--- config.mk ---
export PLATFORM = sky130hd
export DESIGN_NAME = counter_down_timer
export DESIGN_NICKNAME = d
export VERILOG_FILES = /design/src/rtl/counter_down_timer.sv
export SDC_FILE = /design/constraint.sdc
export NUM_CORES = 1
export LEC_CHECK = 0
export CORE_ASPECT_RATIO = 1.1
export CORE_UTILIZATION = 35
export CTS_BUF_LIST = sky130_fd_sc_hd__clkbuf_2
export DETAILED_ROUTE_END_ITERATION = 8
export PLACE_DENSITY = 0.6
export SYNTH_ARGS = -nofsm -noshare
export SYNTH_HDL_FRONTEND = slang
export SYNTH_SLANG_ARGS = --single-unit
--- constraint.sdc ---
create_clock -name clk -period 3.08 [get_ports clk]
set_input_delay 0.616 -clock clk [delete_from_list [all_inputs] [get_ports clk]]
set_output_delay 0.616 -clock clk [all_outputs]
set_load 0.1 [all_outputs]
--- src/rtl/counter_down_timer.sv ---
// Loadable down-counting timeout timer.
// Counts a loaded value down to zero at a prescaled rate. When the count
// reaches zero it pulses expired, then either stops with a sticky done flag
// or reloads and keeps running (auto_reload).
module counter_down_timer #(
   parameter int WIDTH      = 32,
   parameter int PRESCALE_W = 16
) (
   input  logic                  clk,
   input  logic                  rst_n,
   input  logic                  cl,
   input  logic                  w,
   input  logic [WIDTH-1:0]      d,
   input  logic                  start,
   input  logic                  pause,
   input  logic                  auto_reload,
   input  logic [PRESCALE_W-1:0] prescale,
   output logic [WIDTH-1:0]      q,
   output logic                  busy,
   output logic                  expired,
   output logic                  done
);

   typedef enum logic [1:0] {
      IDLE   = 2'd0,
      RUN    = 2'd1,
      PAUSED = 2'd2,
      DONE   = 2'd3
   } state_t;

   localparam logic [WIDTH-1:0]      Q_ZERO  = '0;
   localparam logic [WIDTH-1:0]      Q_ONE   = {{(WIDTH-1){1'b0}}, 1'b1};
   localparam logic [PRESCALE_W-1:0] PC_ZERO = '0;
   localparam logic [PRESCALE_W-1:0] PC_ONE  = {{(PRESCALE_W-1){1'b0}}, 1'b1};

   state_t                  state;
   state_t                  state_n;
   logic [WIDTH-1:0]        reload;
   logic [WIDTH-1:0]        reload_n;
   logic [WIDTH-1:0]        q_n;
   logic [PRESCALE_W-1:0]   pc;
   logic [PRESCALE_W-1:0]   pc_n;
   logic                    done_n;
   logic                    expired_n;
   logic                    busy_n;

   // State and output registers; every output comes straight from a flop.
   always_ff @(posedge clk or negedge rst_n) begin
      if (!rst_n) begin
         state   <= IDLE;
         q       <= Q_ZERO;
         reload  <= Q_ZERO;
         pc      <= PC_ZERO;
         busy    <= 1'b0;
         expired <= 1'b0;
         done    <= 1'b0;
      end else begin
         state   <= state_n;
         q       <= q_n;
         reload  <= reload_n;
         pc      <= pc_n;
         busy    <= busy_n;
         expired <= expired_n;
         done    <= done_n;
      end
   end

   // Next-state logic, priority cl > w > start > pause/tick. A PAUSED timer
   // whose pause drops resumes counting on that same edge, so the countdown
   // advances on every busy edge where pause is low.
   always_comb begin
      state_n   = state;
      q_n       = q;
      reload_n  = reload;
      pc_n      = pc;
      done_n    = done;
      expired_n = 1'b0;

      if (cl) begin
         state_n  = IDLE;
         q_n      = Q_ZERO;
         reload_n = Q_ZERO;
         pc_n     = PC_ZERO;
         done_n   = 1'b0;
      end else if (w) begin
         state_n  = IDLE;
         q_n      = d;
         reload_n = d;
         pc_n     = PC_ZERO;
         done_n   = 1'b0;
      end else if (start && state == IDLE) begin
         if (q != Q_ZERO) begin
            state_n = RUN;
            pc_n    = PC_ZERO;
            done_n  = 1'b0;
         end else begin
            state_n   = DONE;
            expired_n = 1'b1;
            done_n    = 1'b1;
         end
      end else if (start && state == DONE) begin
         q_n  = reload;
         pc_n = PC_ZERO;
         if (reload != Q_ZERO) begin
            state_n = RUN;
            done_n  = 1'b0;
         end else begin
            state_n   = DONE;
            expired_n = 1'b1;
            done_n    = 1'b1;
         end
      end else if (state == RUN || state == PAUSED) begin
         if (pause) begin
            state_n = PAUSED;
         end else begin
            state_n = RUN;
            if (pc >= prescale) begin
               pc_n = PC_ZERO;
               if (q > Q_ONE) begin
                  q_n = q - Q_ONE;
               end else if (q == Q_ONE) begin
                  expired_n = 1'b1;
                  if (auto_reload && reload != Q_ZERO) begin
                     q_n = reload;
                  end else begin
                     q_n     = Q_ZERO;
                     done_n  = 1'b1;
                     state_n = DONE;
                  end
               end else begin
                  done_n  = 1'b1;
                  state_n = DONE;
               end
            end else begin
               pc_n = pc + PC_ONE;
            end
         end
      end

      busy_n = (state_n == RUN) || (state_n == PAUSED);
   end

endmodule

# Word-level counts from Yosys, hierarchy flattened

Cells that the tools add are included.

Add/sub/neg operators: 2
Order comparisons: 2
Equality and inequality tests: 12
Muxes and demuxes: 53
Reduce and logical (&&, ||, !) cells: 17

Operator list:

| operator              | count |
|---|---|
| $mux 32               | 12 |
| $mux 16               | 8 |
| $reduce_bool 32->1    | 2 |
| $eq 32x1->1 const B   | 1 |
| $gt 32x1->1 const B   | 1 |
| $sub 32x1->32 const B | 1 |
| $mux 2                | 12 |
| $mux 1                | 21 |
| $add 16x1->16 const B | 1 |
| $ge 16x16->1          | 1 |
| $reduce_bool 5->1     | 3 |
| $reduce_and 5->1      | 2 |
| $ne 4x3->1 const B    | 2 |
| $reduce_bool 4->1     | 2 |
| $eq 2x2->1 const B    | 3 |
| $ne 6x6->1 const B    | 1 |
| $ne 5x3->1 const B    | 1 |
| $ne 5x5->1 const B    | 1 |
| $eq 2x1->1 const B    | 2 |
| $logic_and 1x1->1     | 3 |
| $ne 3x3->1 const B    | 1 |
| $reduce_and 3->1      | 1 |
| $logic_not 2->1       | 1 |
| $logic_or 1x1->1      | 2 |
| $reduce_bool 2->1     | 1 |

Register bits: 85
Input port bits: 55
Output and inout port bits: 35
Word-level logic and storage cells: 93

# Depth between registers and ports, before layout

Depth in word-level cells: 14
Mapped depth: 11
Mapped depth without buffers: 9

# Worst setup path after synthesis

Ideal clock, no wire load.

Path kind: reg-to-reg
Start point: reg q[17]
End point: reg q[31]
Setup time: 0.134 ns
Arrival: 3.216 ns
Data required time: 2.946 ns
Slack: -0.270 ns
Cell stages (with the launch flop): 10
Path buffers: 2
Clock period less this slack: 3.350 ns
Cell sequence: dfrtp_1 or4_1 buf_2 or4_4 buf_6 or3_4 nor4_2 xor2_1 a221oi_1 o31ai_2

Longest elaborated chain between the ends: 9
Elaborated cells between the ends (all ways): 13
Those cells by class: add/sub (1); order compare (1); eq/ne (1); mux (8); reduce/logical (2)

RTL lines:

| item                                         | line     | text |
|---|---|---|
| from (decl)                                  | 18       | `output logic [WIDTH-1:0] q,` |
| from (signal assigned)                       | 59       | `q <= q_n;` |
| $sub 32x1->32 or $gt 32x1->1 (tied branches) | 120, 119 |  |
| $mux 32                                      | 119      | `if (q > Q_ONE) begin` |
| $mux 32                                      | 117      | `if (pc >= prescale) begin` |
| $mux 32                                      | 113      | `if (pause) begin` |
| $mux 32                                      | 112      | `end else if (state == RUN \|\| state == PAUSED) begin` |
| $mux 32                                      | 101      | `end else if (start && state == DONE) begin` |
| $mux 32                                      | 91       | `end else if (start && state == IDLE) begin` |
| $mux 32                                      | 85       | `end else if (w) begin` |
| $mux 32                                      | 79       | `if (cl) begin` |

Several ways; a longest one is shown, not always the timed one. The select of a mux whose other input is x is not followed.
A chain may end at the register's enable or synchronous reset.

# Worst setup path in the final report

Start point: reg q[17]
End point: reg q[12]

Longest elaborated chain between the ends: 9
Elaborated cells between the ends (all ways): 12
Those cells by class: order compare (1); eq/ne (1); mux (8); reduce/logical (2)

RTL lines:

| item        | line |
|---|---|
| $gt 32x1->1 | 119 |
| $mux 32     | 119 |
| $mux 32     | 117 |
| $mux 32     | 113 |
| $mux 32     | 112 |
| $mux 32     | 101 |
| $mux 32     | 91 |
| $mux 32     | 85 |
| $mux 32     | 79 |

Several ways; a longest one is shown, not always the timed one. The select of a mux whose other input is x is not followed.

==> flow_summary.json <==
{
  "relSlewSlack_pct": 52.4,
  "worstHoldPathCells": 4,
  "nets": 788,
  "mostFrequentLayoutCell": "dfrtp_1",
  "setup_violations": 0,
  "layout_min_cycle_time_ns": 2.99,
  "dr_total_vias": 5120,
  "path_clk_slew_ns": 0.26,
  "required_ns": 3.64,
  "wl_per_cell_um": 17.9,
  "hold_viol": 0,
  "syn_area_per_cell_um2": 9.16,
  "tightest_slew_ns": 0.714,
  "rows": 47,
  "overflow": 0,
  "irDropWorstVdd_mv": 0.210,
  "layout_common_cells": "81 x dfrtp_1, 70 x buf_4, 65 x nand2_1, 51 x clkdlybuf4s50_1, 46 x nor2_1",
  "leakage_nw": 3.09,
  "antenna_cells": 0,
  "ys_types": 56,
  "gp_congestion": 0.836,
  "drive_gt1_share_pct": 19.1,
  "clock-sinks": 85,
  "yosysWarnings": 0,
  "crit_path_start_kind": "flip-flop",
  "placed_cell_area_um2": 6730,
  "hp-class": "in -> reg",
  "fin_tns_setup_ns": 0,
  "synthCells": 606,
  "maxCapViolCount": 0,
  "first_global_vias": 5288,
  "port-buffer-count": 89,
  "critPathKind": "reg -> reg",
  "wl_met2_um": 7740,
  "worstPathArrival_ns": 3.55,
  "wirelength_um": 16300,
  "topRoutingLayerUsed": "met4",
  "clk_latency_ns": 0.64,
  "antenna_found_initial": 0,
  "grt_max_degree": 82,
  "syn_nets": 682,
  "via_per_inst": 5.61,
  "p_total_mw": 2.72,
  "fp.dieW_um": 122,
  "cts_buffer_depth": 2,
  "final_area_um2": 6950,
  "hpwl_um": 11400,
  "synth_edf_count": 0,
  "place_ws_ns": -0.224,
  "maxSlewViolCount": 0,
  "worst_slack_ns": 0.0873,
  "fp.dieArea_um2": 16400,
  "nFillCells": 1512,
  "detail-route-antenna-nets": 0,
  "grt_usage_pct": 20.8,
  "placed_cells": 886,
  "fp.dieH_um": 134,
  "crit_fanout": 15,
  "grt_pass1_wl_um": 26500,
  "first_iter_violations": 370,
  "route.met3.wl_um": 895,
  "end_kind": "flip-flop",
  "cts_root_buffer": "clkbuf_2",
  "final.setup_skew_ns": 0.0487,
  "instances_no_fill": 913,
  "start_util_pct": 36.3,
  "first_pass_iters": 5,
  "finalCritPeriodShare_pct": 97.2,
  "m1WireLength_um": 7140,
  "pwr_density_cell_nw_per_um2": 391,
  "cts_tree": "built",
  "max_clock_freq_mhz": 334,
  "ys_async_sr_fraction_pct": 100,
  "synthFlopType": "dfrtp_1",
  "numCtsBuffers": 9,
  "reg2reg_depth": 7,
  "yosysSeqAreaShare_pct": 38.3,
  "synth_area_um2": 5550,
  "io_pins": 90,
  "coreArea_um2": 15300,
  "area_growth_pct": 25.2,
  "ys_ff_latch": 85,
  "final_util_pct": 45.5,
  "htree_levels": 3,
  "worst_hold_slack_ns": 0.362,
  "drc": 0,
  "outcome": "complete, no violations"
}
metal layers:
layer	vias up	track usage, %
met1	2478	25.5
met5	-	0
li1	2435	-
met2	169	34.6
met4	0	10.6
met3	38	3.78
kinds of logic (layout without fill, tap and decap cells):
logic type / Yosys count / count (layout) / synth area share (%)
AO/OA/AOI/OAI: 144 / 144 / 21.2
XOR/XNOR: 27 / 27 / 4.26
adder cells (fa/ha/maj): 21 / 21 / 4.73
buffers and inverters: 58 / 169 / 4.78
flip-flops: 85 / 85 / 38.3
multiplexers: 24 / 24 / 4.33
AND/OR/NAND/NOR: 247 / 247 / 22.4
cell usage after synthesis (10+ instances only):
cell	count	area [um2]
nor4_1	25	156
nand3_1	10	50.1
clkbuf_1	15	56.3
o21ai_0	33	165
xnor2_1	10	87.6
o41ai_2	13	211
a21oi_1	25	125
ha_1	21	263
nor3_1	31	155
mux2i_1	24	240
dfrtp_1	85	2130
nand2_1	65	244
xor2_1	17	149
nor2b_1	26	163
inv_1	22	82.6
a221oi_1	10	87.6
nand2b_1	13	81.3
nor2_1	48	180
critical path, stage by stage, from the launching register on:
cell      delay, ns
dfrtp_4        0.54
or4_4          0.55
or4_4          0.55
or2_4          0.30
o31ai_4        0.24
buf_4          0.30
a221oi_1       0.14
o41ai_2        0.31
worst paths after layout:
check,slack [ns],from,endpoint
max in group asynchronous,1.87,rst_n,reload[6]
setup reg to reg,0.09,q[17],q[12]
min in group asynchronous,0.52,rst_n,reload[24]
setup / recovery,0.09,q[17],q[12]
hold / removal,0.36,cl,expired
hold reg to reg,0.56,pc[9],pc[9]
state kept, by name, indices dropped and copies added, names as in the netlist:
name     count
q           32
reload      32
pc          16
state        2
busy         1
done         1
expired      1
layout make-up:
cell class / instances / area (um2) / share of cell area [%]
clock buffer: 10 / 50.0 / 0.720
clock inverter: 6 / 40.0 / 0.576
inverter: 22 / 82.6 / 1.19
multi-input combinational: 463 / 3210 / 46.2
sequential: 85 / 2140 / 30.7
tap: 196 / 245 / 3.53
timing repair buffer: 131 / 1190 / 17.1
where the power goes:
part,leakage (nW),total [mW],internal (mW),switching (mW)
Combinational,1.90,0.911,0.324,0.587
Clock,0.0617,0.540,0.108,0.432
Sequential,1.13,1.27,1.18,0.0859
Total,3.09,2.72,1.61,1.11
repair_timing:
item                                    4_1_cts  5_1_grt
setup buffers                                 1        8
endpoints found under the setup margin        4       24
gates resized for setup                       1        7
pin swaps                                     0        3
cloned                                        0        1
hold buffers                                  1        0
endpoints found under the hold margin        41        0
No activity file was read; power rests on OpenSTA's default activity.
